[src/rtl/rv32i_types.sv]
// Shared types and defaults for the rv32i core control slice.
// The pipeline controller and its testbench both import this package.
package rv32i_types;

    localparam int NUM_STAGES_DEF    = 5;
    localparam int NUM_MEM_PORTS_DEF = 2;
    localparam int HAZ_STAGE_DEF     = 1;
    localparam int FLUSH_DEPTH_DEF   = 2;
    localparam int CNT_W_DEF         = 32;

    localparam int IMEM_PORT = 0;
    localparam int DMEM_PORT = 1;

    // What the pipeline does with its stage registers in the current cycle.
    typedef enum logic [1:0] {
        SHIFT_HOLD,
        SHIFT_NORMAL,
        SHIFT_HAZARD,
        SHIFT_FLUSH
    } shift_mode_e;

endpackage

[src/rtl/perf_counter.sv]
// Saturating up-counter used for the pipeline performance statistics.
// Sticks at all-ones instead of wrapping.
module perf_counter #(
    parameter int CNT_W = 32
) (
    input  logic             clk,
    input  logic             rst_n,
    input  logic             inc,
    output logic [CNT_W-1:0] count
);

    logic [CNT_W-1:0] count_q;
    logic [CNT_W-1:0] count_d;

    always_comb begin
        count_d = count_q;
        if (inc && (count_q != {CNT_W{1'b1}})) begin
            count_d = count_q + CNT_W'(1);
        end
    end

    always_ff @(posedge clk or negedge rst_n) begin
        if (!rst_n) begin
            count_q <= '0;
        end else begin
            count_q <= count_d;
        end
    end

    assign count = count_q;

endmodule

[src/rtl/pipeline_ctrl.sv]
// Pipeline advance/stall controller: gates stage loads on memory responses,
// inserts load-use bubbles, kills young stages on flush, and counts events.
module pipeline_ctrl
    import rv32i_types::*;
#(
    parameter int NUM_STAGES    = NUM_STAGES_DEF,
    parameter int NUM_MEM_PORTS = NUM_MEM_PORTS_DEF,
    parameter int HAZ_STAGE     = HAZ_STAGE_DEF,
    parameter int FLUSH_DEPTH   = FLUSH_DEPTH_DEF,
    parameter int CNT_W         = CNT_W_DEF
) (
    input  logic                     clk,
    input  logic                     rst_n,
    input  logic [NUM_MEM_PORTS-1:0] mem_req,
    input  logic [NUM_MEM_PORTS-1:0] mem_resp,
    input  logic                     fetch_valid,
    input  logic                     hazard,
    input  logic                     flush,
    output logic [NUM_STAGES-1:0]    stage_load,
    output logic [NUM_STAGES-1:0]    stage_valid,
    output logic                     advance,
    output logic [CNT_W-1:0]         stall_cnt,
    output logic [CNT_W-1:0]         bubble_cnt,
    output logic [CNT_W-1:0]         flush_cnt
);

    logic [NUM_MEM_PORTS-1:0] port_ok;
    logic [NUM_MEM_PORTS-1:0] done_q;
    logic [NUM_MEM_PORTS-1:0] done_d;
    logic [NUM_STAGES-1:0]    valid_q;
    logic [NUM_STAGES-1:0]    valid_d;
    logic                     flush_pending_q;
    logic                     flush_pending_d;
    logic                     eff_flush;
    shift_mode_e              mode;

    // A port is satisfied if idle, answering now, or answered earlier in
    // this stall; a response on an idle port never latches done.
    for (genvar p = 0; p < NUM_MEM_PORTS; p++) begin : g_port
        assign port_ok[p] = !mem_req[p] | mem_resp[p] | done_q[p];
        assign done_d[p]  = advance ? 1'b0 : (done_q[p] | (mem_req[p] & mem_resp[p]));
    end

    assign advance         = rst_n & (&port_ok);
    assign eff_flush       = flush | flush_pending_q;
    assign flush_pending_d = advance ? 1'b0 : eff_flush;

    always_comb begin
        mode = SHIFT_HOLD;
        if (advance) begin
            if (eff_flush) begin
                mode = SHIFT_FLUSH;
            end else if (hazard) begin
                mode = SHIFT_HAZARD;
            end else begin
                mode = SHIFT_NORMAL;
            end
        end
    end

    for (genvar i = 0; i < NUM_STAGES; i++) begin : g_stage
        logic prev_valid;

        if (i == 0) begin : g_head
            assign prev_valid = fetch_valid;
        end else begin : g_body
            assign prev_valid = valid_q[i-1];
        end

        always_comb begin
            stage_load[i] = 1'b0;
            valid_d[i]    = valid_q[i];
            case (mode)
                SHIFT_NORMAL: begin
                    stage_load[i] = 1'b1;
                    valid_d[i]    = prev_valid;
                end
                SHIFT_FLUSH: begin
                    stage_load[i] = 1'b1;
                    valid_d[i]    = (i < FLUSH_DEPTH) ? 1'b0 : prev_valid;
                end
                SHIFT_HAZARD: begin
                    // Stages up to the hazard freeze; the one behind them takes a bubble.
                    if (i > HAZ_STAGE) begin
                        stage_load[i] = 1'b1;
                        valid_d[i]    = (i == HAZ_STAGE + 1) ? 1'b0 : prev_valid;
                    end
                end
                default: begin
                    stage_load[i] = 1'b0;
                    valid_d[i]    = valid_q[i];
                end
            endcase
        end
    end

    always_ff @(posedge clk or negedge rst_n) begin
        if (!rst_n) begin
            valid_q         <= '0;
            done_q          <= '0;
            flush_pending_q <= 1'b0;
        end else begin
            valid_q         <= valid_d;
            done_q          <= done_d;
            flush_pending_q <= flush_pending_d;
        end
    end

    assign stage_valid = valid_q;

    perf_counter #(.CNT_W(CNT_W)) u_stall_cnt (
        .clk   (clk),
        .rst_n (rst_n),
        .inc   (!advance),
        .count (stall_cnt)
    );

    perf_counter #(.CNT_W(CNT_W)) u_bubble_cnt (
        .clk   (clk),
        .rst_n (rst_n),
        .inc   (mode == SHIFT_HAZARD),
        .count (bubble_cnt)
    );

    perf_counter #(.CNT_W(CNT_W)) u_flush_cnt (
        .clk   (clk),
        .rst_n (rst_n),
        .inc   (mode == SHIFT_FLUSH),
        .count (flush_cnt)
    );

endmodule

[config.mk]
export PLATFORM = sky130hd
export DESIGN_NAME = pipeline_ctrl
export DESIGN_NICKNAME = d
export VERILOG_FILES = /design/src/rtl/rv32i_types.sv /design/src/rtl/perf_counter.sv /design/src/rtl/pipeline_ctrl.sv
export SDC_FILE = /design/constraint.sdc
export NUM_CORES = 1
export LEC_CHECK = 0
export BUFFER_PORTS_ARGS = -buffer_cell sky130_fd_sc_hd__buf_2
export CORE_ASPECT_RATIO = 1.5
export CORE_MARGIN = 1
export CORE_UTILIZATION = 30
export DETAILED_ROUTE_END_ITERATION = 6
export GPL_TIMING_DRIVEN = 0
export PLACE_DENSITY = 0.52
export SYNTH_ARGS = -nofsm -noshare
export SYNTH_HDL_FRONTEND = slang
export SYNTH_HIERARCHICAL = 1
export SYNTH_SLANG_ARGS = --single-unit
[constraint.sdc]
create_clock -name clk -period 7.1 [get_ports clk]
set_input_delay 0.71 -clock clk [delete_from_list [all_inputs] [get_ports clk]]
set_output_delay 0.71 -clock clk [all_outputs]
set_load 0.01 [all_outputs]
==> flow_summary.json, run 1 <==
{
  "vias": 4225,
  "grt_pass1_wl_um": 21320,
  "placedInstanceArea_um2": 6030,
  "yosysWarnings": 6,
  "cts_tree": "built",
  "drive_gt1_share_pct": 27.87,
  "synth_cell_types": 44,
  "row_count": 58,
  "cts_made_buffers": 9,
  "via_per_inst": 5.152,
  "synthToLayoutAreaGrowth_pct": 22.72,
  "seq_area_frac_synth_pct": 50.42,
  "die_w_um": 109.1,
  "hpwl_um": 9643,
  "clk_pin_slew_ns": 0.07,
  "period_needed_ns": 3.227,
  "max_freq_mhz": 309.9,
  "htreeDepth": 3,
  "reg2reg_from": "done_q[0]",
  "finalSetupViolations": 0,
  "end_kind": "register",
  "required_ns": 7.38,
  "nets": 617,
  "syn_area_per_cell_um2": 10.80,
  "clock_path_buffers": 2,
  "grt_max_degree": 63,
  "core-area_um2": 16760,
  "ys.flop_type": "dfrtp_1",
  "yosysTopAreaCellShare_pct": 50.42,
  "finClkSkew_ns": 0.008908,
  "clock-sinks": 104,
  "synth_area_um2": 5161,
  "ir_drop_uv": 136.7,
  "synth_cells": 478,
  "hold_path.class": "in -> async",
  "rsz0062_at_grt": "no",
  "async_reset_ff_share_pct": 100.0,
  "grt-ovfl-total": 0,
  "report.final.hold_viol_count": 0,
  "crit_arrival_ns": 3.51,
  "cts_setup_buffers": 0,
  "port_buffers": 115,
  "holdBufCountCts": 0,
  "grt_antenna_before_repair": 0,
  "die_h_um": 162.6,
  "ant_nets": 0,
  "diodes": 0,
  "crit_fanout": 47,
  "synth_seq_cells": 104,
  "relSlewSlack_pct": 32.38,
  "synth_fp_nets": 490,
  "min_period_over_period_pct": 45.45,
  "start_util_pct": 30.79,
  "max-cap-violations": 0,
  "setup_tns_ns": 0,
  "final-max-slew-violation-count": 0,
  "synth_edf_count": 0,
  "wirelength_um": 13170,
  "cp-start-kind": "primary input",
  "critPathKind": "in -> reg",
  "grt_pass1_vias": 4103,
  "status": "finished clean",
  "whs_ns": 0.3578,
  "r2r_cells": 11,
  "synth_area_leaders": "dfrtp_1, xnor2_1, nand4_1, nand3_1, xor2_1",
  "r2r_slack_ns": 4.33,
  "detailedRoute.firstPassIterationCount": 6,
  "clk_latency_ns": 0.36,
  "nFillCells": 1670,
  "drt_iter0_drc": 213,
  "worst_pin_slew_ns": 1.005,
  "routedWlPerCell_um": 16.06,
  "drc": 0,
  "ios": 116,
  "fin_area_um2": 6334,
  "powerDensity_nw_per_um2": 228.3,
  "cts_root_buf": "clkbuf_16",
  "cts.repair.resized": 0,
  "grtUsageTotal_pct": 15.58,
  "r2r-end": "u_bubble_cnt/count[29]",
  "place.gp.congestion": 0.7867,
  "dieArea_um2": 17740,
  "yosys.area.top_type": "dfrtp_1",
  "power.leakage_nw": 2.969
}
[cell type report]
type,instances,area [µm²],share of cell area [%]
timing repair buffer,116,605.6,9.561
buffer,10,78.83,1.245
sequential,104,2603,41.09
inverter,9,33.78,0.5334
clock buffer,9,225.2,3.556
clock inverter,7,78.83,1.245
multi-input combinational,355,2446,38.62
tap,210,262.8,4.149
[cell usage after synthesis (2+ instances only)]
cell,n
o31ai_4,2
and3_1,6
nor2b_1,2
a31oi_1,2
nand2_2,2
dfrtp_1,104
nor3_2,4
nand4_2,3
or4_4,5
and3_2,2
mux2_1,3
xnor2_1,67
nor4_2,2
buf_4,3
nand4_1,46
nor4_1,11
nand3_2,2
nand3_1,40
ha_1,3
a21oi_1,10
a32o_1,2
and4_1,11
nor2_1,35
inv_1,8
mux2_2,3
o211ai_1,4
buf_6,4
xor2_1,21
or3b_1,3
nand2_1,42
nand3b_1,2
nor4_4,2
clkbuf_1,3
nor3_1,9
[power by group]
group          switching [W]  leakage [nW]  internal, W  total (W)
registers          0.0000662          1.40     0.000640   0.000706
clock network       0.000241         0.144     0.000277   0.000519
logic               0.000127          1.42    0.0000943   0.000221
[flip-flops by register name, summed over array words and instances (netlist names)]
register and flops:
u_bubble_cnt/count 32, u_flush_cnt/count 32, done_q 2, u_stall_cnt/count 32, flush_pending_q 1, stage_valid 5
[kinds of logic (layout without fill, tap and decap cells)]
| group | after synthesis | in the layout | synth area share [%] |
|---|---|---|---|
| flops | 104 | 104 | 50.42 |
| simple gates | 232 | 232 | 26.13 |
| buf+inv | 19 | 151 | 2.182 |
| fa+ha+maj | 3 | 3 | 0.7274 |
| mux | 8 | 8 | 1.794 |
| xor+xnor | 88 | 88 | 14.93 |
| compound gates | 24 | 24 | 3.806 |
[metal layers]
metal / wire [µm] / part of all wire, % / global-route usage, %
met5: 0 / 0 / 0
met3: 566 / 4.3 / 2.481
met1: 5516 / 42 / 18.72
met4: 236 / 1.8 / 7.432
met2: 6850 / 52 / 26.70
[cell usage in the layout, fill, tap and decap left out, types with 4 or more instances in the layout]
| master | count |
|---|---|
| inv_1 | 8 |
| buf_2 | 114 |
| nor2_1 | 35 |
| and4_1 | 11 |
| nor3_1 | 9 |
| nand4_1 | 46 |
| clkbuf_16 | 9 |
| xor2_1 | 21 |
| buf_4 | 4 |
| nand3_1 | 40 |
| o211ai_1 | 4 |
| or4_4 | 5 |
| a21oi_1 | 10 |
| dfrtp_1 | 104 |
| xnor2_1 | 67 |
| and3_1 | 6 |
| buf_6 | 4 |
| nor3_2 | 4 |
| nand2_1 | 42 |
| nor4_1 | 11 |
[stage by stage]
stage | total power [W] | instances | utilization (%) | setup WS [ns]
finish | 0.001446 | 820 | 37.78 | 3.873
global route | 0.001519 | 820 | 37.78 | 3.647
CTS | 0.001468 | 820 | 37.78 | 3.797
detailed placement | 0.0009414 | 804 | 35.97 | 3.431
global placement | 0.0009309 | 803 | 35.79 | 2.040
floorplan | 0.0008322 | 478 | - | 4.399
[how the worst max path moves through the flow]
stage / slack, ns / from / depth (start not counted) / to
after detailed placement: 3.43 / rst_n / 11 / u_bubble_cnt/count[29]
after CTS: 3.80 / rst_n / 11 / u_bubble_cnt/count[29]
after global routing: 3.65 / rst_n / 11 / u_bubble_cnt/count[29]
after global placement: 2.04 / rst_n / 11 / u_bubble_cnt/count[29]
after floorplan: 4.40 / mem_resp[0] / 10 / u_bubble_cnt/count[15]
final: 3.87 / rst_n / 11 / u_bubble_cnt/count[29]
[worst max-delay path, cell delays in order]
cell	delay, ns
buf_4	0.48
and3_1	0.27
buf_6	0.14
inv_2	0.10
nor2_1	0.40
and3_1	0.28
nor2b_1	0.17
clkbuf_1	0.34
nand4_1	0.18
nor4_2	0.19
xor2_1	0.18
No activity file was read; power rests on OpenSTA's default activity.
==> run 2: changes to the inputs <==
--- a/config.mk
+++ b/config.mk
@@ -11,7 +11,7 @@
 export CORE_UTILIZATION = 30
 export DETAILED_ROUTE_END_ITERATION = 6
 export GPL_TIMING_DRIVEN = 0
-export PLACE_DENSITY = 0.52
+export PLACE_DENSITY = 0.54
 export SYNTH_ARGS = -nofsm -noshare
 export SYNTH_HDL_FRONTEND = slang
 export SYNTH_HIERARCHICAL = 1
==> constraint.sdc (replaced) <==
create_clock -name clk -period 2.7 [get_ports clk]
set_input_delay 0.27 -clock clk [delete_from_list [all_inputs] [get_ports clk]]
set_output_delay 0.27 -clock clk [all_outputs]
set_load 0.01 [all_outputs]
==> flow_summary.json, run 2 (same netlist as run 1, synthesis figures left out) <==
{
  "ios": 116,
  "die_h_um": 162.6,
  "vias": 4097,
  "relSlewSlack_pct": 48.67,
  "dieArea_um2": 17740,
  "clk_latency_ns": 0.35,
  "cts_made_buffers": 9,
  "path_buf_inv": 3,
  "critPathSlowestCell": "or3b_1",
  "grtUsageTotal_pct": 15.56,
  "drc": 0,
  "routedWlPerCell_um": 15.96,
  "finalSetupViolations": 0,
  "min_period_over_period_pct": 95.18,
  "max_freq_mhz": 389.1,
  "whs_ns": 0.1375,
  "port_buffers": 115,
  "hpwl_um": 9709,
  "final-max-slew-violation-count": 0,
  "ir_drop_uv": 338.1,
  "period_needed_ns": 2.570,
  "power.leakage_nw": 2.992,
  "crit_start": "done_q[0]",
  "max-cap-violations": 0,
  "fin_area_um2": 6387,
  "hold_path.class": "in -> reg",
  "cp-start-kind": "register",
  "htreeDepth": 3,
  "place.gp.congestion": 0.8117,
  "hp-start": "rst_n",
  "final_cells": 822,
  "setup_slack_ns": 0.1302,
  "grt_pass1_wl_um": 21180,
  "ant_nets": 0,
  "diodes": 0,
  "wirelength_um": 13120,
  "clock-sinks": 104,
  "drive_gt1_share_pct": 28.76,
  "reg2reg_from": "done_q[0]",
  "crit_fanout": 9,
  "detailedRoute.firstPassIterationCount": 4,
  "drt_iter0_drc": 116,
  "nets": 619,
  "path_delay_family": "simple AND/OR/NAND/NOR gates",
  "required_ns": 2.94,
  "end_kind": "register",
  "dp.cells": 804,
  "start_util_pct": 30.79,
  "cpPeakStageDelay_ns": 0.40,
  "final_common_cell": "buf_2",
  "grt_max_degree": 64,
  "synthToLayoutAreaGrowth_pct": 23.76,
  "core-area_um2": 16760,
  "most-common-layout-cells": "buf_2, dfrtp_1, xnor2_1",
  "cts_tree": "built",
  "critPathKind": "reg -> reg",
  "powerDensity_nw_per_um2": 583.6,
  "grt_pass1_vias": 4093,
  "finClkSkew_ns": 0.01146,
  "cts_root_buf": "clkbuf_16",
  "cp_cell_sequence": "or3b_1 > and3_1 > buf_6 > inv_2 > nor2_2 > and3_1 > nor2b_1 > clkbuf_2 > nand3_1 > mux2_2",
  "status": "finished clean",
  "grt_antenna_before_repair": 0,
  "rsz0062_at_grt": "no",
  "clk_pin_slew_ns": 0.07,
  "worst_pin_slew_ns": 0.7636,
  "fin_util_pct": 38.10,
  "worst_path_most_repeated_cell": "and3_1",
  "placedInstanceArea_um2": 6030,
  "crit_arrival_ns": 2.81,
  "clock_path_buffers": 2,
  "row_count": 58,
  "post-place-ws_ns": -0.5077,
  "die_w_um": 109.1,
  "via_per_inst": 4.984,
  "report.final.hold_viol_count": 0,
  "grt-ovfl-total": 0
}
==> run 2: what timing repair did <==
action,CTS,global route
buffers inserted,0,0
hold buffers,2,0
setup endpoints to repair,7,12
hold endpoints to repair,41,0
gates resized for setup,3,7
pin swaps,0,0
==> run 2: layer usage <==
layer  routed length (µm)  part of all wire [%]  GRT usage, %  vias up
li1                     -                     -             -     1987
met1                 5263                    40         17.84     2006
met2                 6880                    52         26.84       90
met3                  603                   4.6         3.882       14
met4                  370                   2.8         6.941        0
met5                    0                     0             0        -
==> run 2: final cells by class <==
| type | count | area (µm²) |
|---|---|---|
| multi-input combinational | 355 | 2474 |
| inverter | 9 | 33.78 |
| clock inverter | 7 | 61.31 |
| buffer | 10 | 81.33 |
| clock buffer | 9 | 225.2 |
| timing repair buffer | 118 | 646.9 |
| fill | 1674 | 10380 |
| sequential | 104 | 2603 |
| tap | 210 | 262.8 |
==> run 2: worst paths after layout <==
kind,to,slack (ns),cells past startpoint
setup / recovery,u_bubble_cnt/count[15],0.13,10
hold / removal,done_q[1],0.14,2
setup reg to reg,u_bubble_cnt/count[15],0.13,10
hold reg to reg,done_q[0],0.49,2
max in group asynchronous,u_stall_cnt/count[14],1.72,3
min in group asynchronous,u_bubble_cnt/count[27],0.66,3
==> run 2: metrics by stage <==
stage	total power (W)	TNS, ns
2_1_floorplan	0.002188	0
3_3_place_gp	0.002437	-134.16
3_5_place_dp	0.002460	-11.79
4_1_cts	0.003783	0
5_1_grt	0.003941	0
6_report	0.003727	0
==> run 2: where the power goes <==
group | total, W | internal, W | switching [W] | leakage (nW)
Combinational | 0.000585 | 0.000255 | 0.000330 | 1.45
Sequential | 0.00186 | 0.00168 | 0.000174 | 1.40
Clock | 0.00129 | 0.000646 | 0.000642 | 0.140
Total | 0.00373 | 0.00258 | 0.00114 | 2.99
==> run 2: worst register-to-register path, cell delays in order, from the launching register on <==
cell and delay, ns:
dfrtp_1 0.37, or3b_1 0.40, and3_1 0.20, buf_6 0.15
inv_2 0.21, nor2_2 0.14, and3_1 0.22, nor2b_1 0.13
clkbuf_2 0.18, nand3_1 0.13, mux2_2 0.33
==> run 3: changes to the inputs <==
--- a/config.mk
+++ b/config.mk
@@ -5,13 +5,14 @@
 export SDC_FILE = /design/constraint.sdc
 export NUM_CORES = 1
 export LEC_CHECK = 0
+export ABC_AREA = 1
 export BUFFER_PORTS_ARGS = -buffer_cell sky130_fd_sc_hd__buf_2
 export CORE_ASPECT_RATIO = 1.5
 export CORE_MARGIN = 1
 export CORE_UTILIZATION = 30
 export DETAILED_ROUTE_END_ITERATION = 6
 export GPL_TIMING_DRIVEN = 0
-export PLACE_DENSITY = 0.54
+export PLACE_DENSITY = 0.49
 export SYNTH_ARGS = -nofsm -noshare
 export SYNTH_HDL_FRONTEND = slang
 export SYNTH_HIERARCHICAL = 1
==> flow_summary.json, run 3 <==
{
  "status": "finished clean",
  "hold_path.class": "in -> async",
  "drc": 0,
  "syn_area_per_cell_um2": 6.645,
  "drt_iter0_drc": 312,
  "setup_tns_ns": 0,
  "crit_arrival_ns": 2.66,
  "yosysTopAreaCellShare_pct": 37.26,
  "synth_fp_nets": 1063,
  "post-place-ws_ns": -0.6639,
  "grt_pass1_wl_um": 34730,
  "clk_latency_ns": 0.36,
  "routedWlPerCell_um": 14.68,
  "cts_tree": "built",
  "synthToLayoutAreaGrowth_pct": 19.31,
  "die_w_um": 126.6,
  "synth_seq_cells": 104,
  "grt-ovfl-total": 0,
  "powerDensity_nw_per_um2": 440.9,
  "finalSetupViolations": 0,
  "ios": 116,
  "synth_cell_types": 28,
  "synth_cells": 1051,
  "final_cells": 1468,
  "grt_max_degree": 61,
  "grt_pass1_vias": 6539,
  "cts_made_buffers": 9,
  "synth_most_common_cell": "nand2_1",
  "detailedRoute.firstPassIterationCount": 4,
  "dp.cells": 1447,
  "vias": 6913,
  "crit_fanout": 13,
  "nFillCells": 2561,
  "ant_nets": 0,
  "synth_edf_count": 0,
  "async_reset_ff_share_pct": 100.0,
  "place.gp.congestion": 0.9351,
  "end_kind": "register",
  "via_per_inst": 4.709,
  "ys.flop_type": "dfrtp_1",
  "cp-start-kind": "register",
  "final_common_cell": "nand2_1",
  "relSlewSlack_pct": 58.17,
  "min_period_over_period_pct": 89.07,
  "cts_setup_buffers": 0,
  "seq_area_frac_synth_pct": 37.26,
  "worst_pin_slew_ns": 0.6251,
  "max-cap-violations": 0,
  "critPathKind": "reg -> reg",
  "required_ns": 2.96,
  "dieArea_um2": 23910,
  "report.final.hold_viol_count": 0,
  "clock-sinks": 104,
  "core-area_um2": 22970,
  "period_needed_ns": 2.405,
  "finClkSkew_ns": 0.01235,
  "yosysWarnings": 6,
  "grt_antenna_before_repair": 1,
  "grtUsageTotal_pct": 18.80,
  "ir_drop_uv": 293.7,
  "yosys.area.top_type": "dfrtp_1",
  "final-max-slew-violation-count": 0,
  "synth_area_leaders": "dfrtp_1, nand2_1, nor2_1, nand3_1, inv_1",
  "most-common-layout-cells": "nand2_1, nor2_1, buf_2",
  "fin_util_pct": 36.27,
  "cts_root_buf": "clkbuf_16",
  "row_count": 68,
  "setup_slack_ns": 0.2952,
  "rsz0062_at_grt": "no",
  "clk_pin_slew_ns": 0.07,
  "hpwl_um": 16460,
  "synth_common_cells": "nand2_1, nor2_1, dfrtp_1",
  "start_util_pct": 30.40,
  "wirelength_um": 21560,
  "max_freq_mhz": 415.8,
  "nets": 1194,
  "whs_ns": 0.02303,
  "htreeDepth": 3,
  "drive_gt1_share_pct": 18.03,
  "die_h_um": 188.9,
  "port_buffers": 115,
  "synth_area_um2": 6984,
  "clock_path_buffers": 2,
  "power.leakage_nw": 3.906
}
[run 3: changes by cell type after synthesis, moves of 9 or more]
cell      delta
nand2_2     +20
nand3_1     +33
inv_1       +86
o21ai_0      +9
nand2_1    +395
nor2_1     +126
and4_1      -11
nand4_1     -14
nor2_4      +13
nand3b_1    +22
xnor2_1     -46
xor2_1      -18
nor4_1      -11
[run 3: through the flow]
step / cell area (µm²) / total power (W)
6_report: 8333 / 0.003674
5_1_grt: 8330 / 0.003874
4_1_cts: 8330 / 0.003760
3_5_place_dp: 7944 / 0.002373
3_3_place_gp: 7910 / 0.002367
2_1_floorplan: 6984 / 0.002134
[run 3: where the power goes]
group          internal [W]  leakage, nW  total [W]  switching (W)
clock network      0.000709        0.141    0.00133       0.000621
logic              0.000229         2.34   0.000556       0.000327
registers           0.00165         1.43    0.00179       0.000137
total               0.00259         3.91    0.00367        0.00109
[run 3: kinds of logic after synthesis]
| group | count (synthesis) | synth area share (%) |
|---|---|---|
| AO/OA/AOI/OAI | 18 | 1.505 |
| XOR/XNOR | 24 | 3.010 |
| buffers and inverters | 117 | 7.811 |
| AND/OR/NAND/NOR | 785 | 49.87 |
| adder cells (fa/ha/maj) | 3 | 0.5375 |
| flip-flops | 104 | 37.26 |
[run 3: worst max-delay path, stage by stage, from the launching register on]
cell     delay (ns)
dfrtp_1        0.41
inv_1          0.07
nand2_2        0.09
nand3_4        0.19
nor2_2         0.34
inv_1          0.17
nor2_1         0.30
nand2_1        0.15
nor2_1         0.34
nand3_1        0.12
nand2_1        0.07
nand2_1        0.05
[run 3: repair_timing]
item,in CTS,in global routing
endpoints found under the setup margin,7,0
resized for setup,3,0
endpoints found under the hold margin,44,0
hold buffers,4,0
[run 3: layout make-up]
cell class / instances / area, µm² / share of cell area [%]
Sequential cell: 104 / 2603 / 31.23
Tap cell: 280 / 350.3 / 4.204
Clock buffer: 15 / 277.8 / 3.333
Inverter: 98 / 367.9 / 4.414
Multi-Input combinational cell: 830 / 3844 / 46.13
Timing Repair Buffer: 120 / 701.9 / 8.423
Antenna cell: 1 / 2.502 / 0.03003
Buffer: 19 / 177.7 / 2.132
Clock inverter: 1 / 8.758 / 0.1051
[run 3: layer usage]
| metal | wire, µm | share of wire, % | vias up | GRT usage [%] |
|---|---|---|---|---|
| li1 | - | - | 3541 | - |
| met4 | 597 | 2.8 | 0 | 8.109 |
| met5 | 0 | 0 | - | 0 |
| met2 | 11230 | 52 | 131 | 34.34 |
| met1 | 9009 | 42 | 3206 | 21.51 |
| met3 | 717 | 3.3 | 35 | 2.882 |
[run 3: worst paths after layout]
check | depth (start not counted) | start | end | slack [ns]
setup / recovery | 11 | done_q[1] | u_bubble_cnt/count[28] | 0.30
hold / removal | 3 | rst_n | u_stall_cnt/count[6] | 0.02
setup reg to reg | 11 | done_q[1] | u_bubble_cnt/count[28] | 0.30
hold reg to reg | 2 | stage_valid[4] | stage_valid[4] | 0.49
max in group asynchronous | 4 | rst_n | u_flush_cnt/count[22] | 1.84
min in group clk | 3 | mem_req[1] | done_q[1] | 0.20
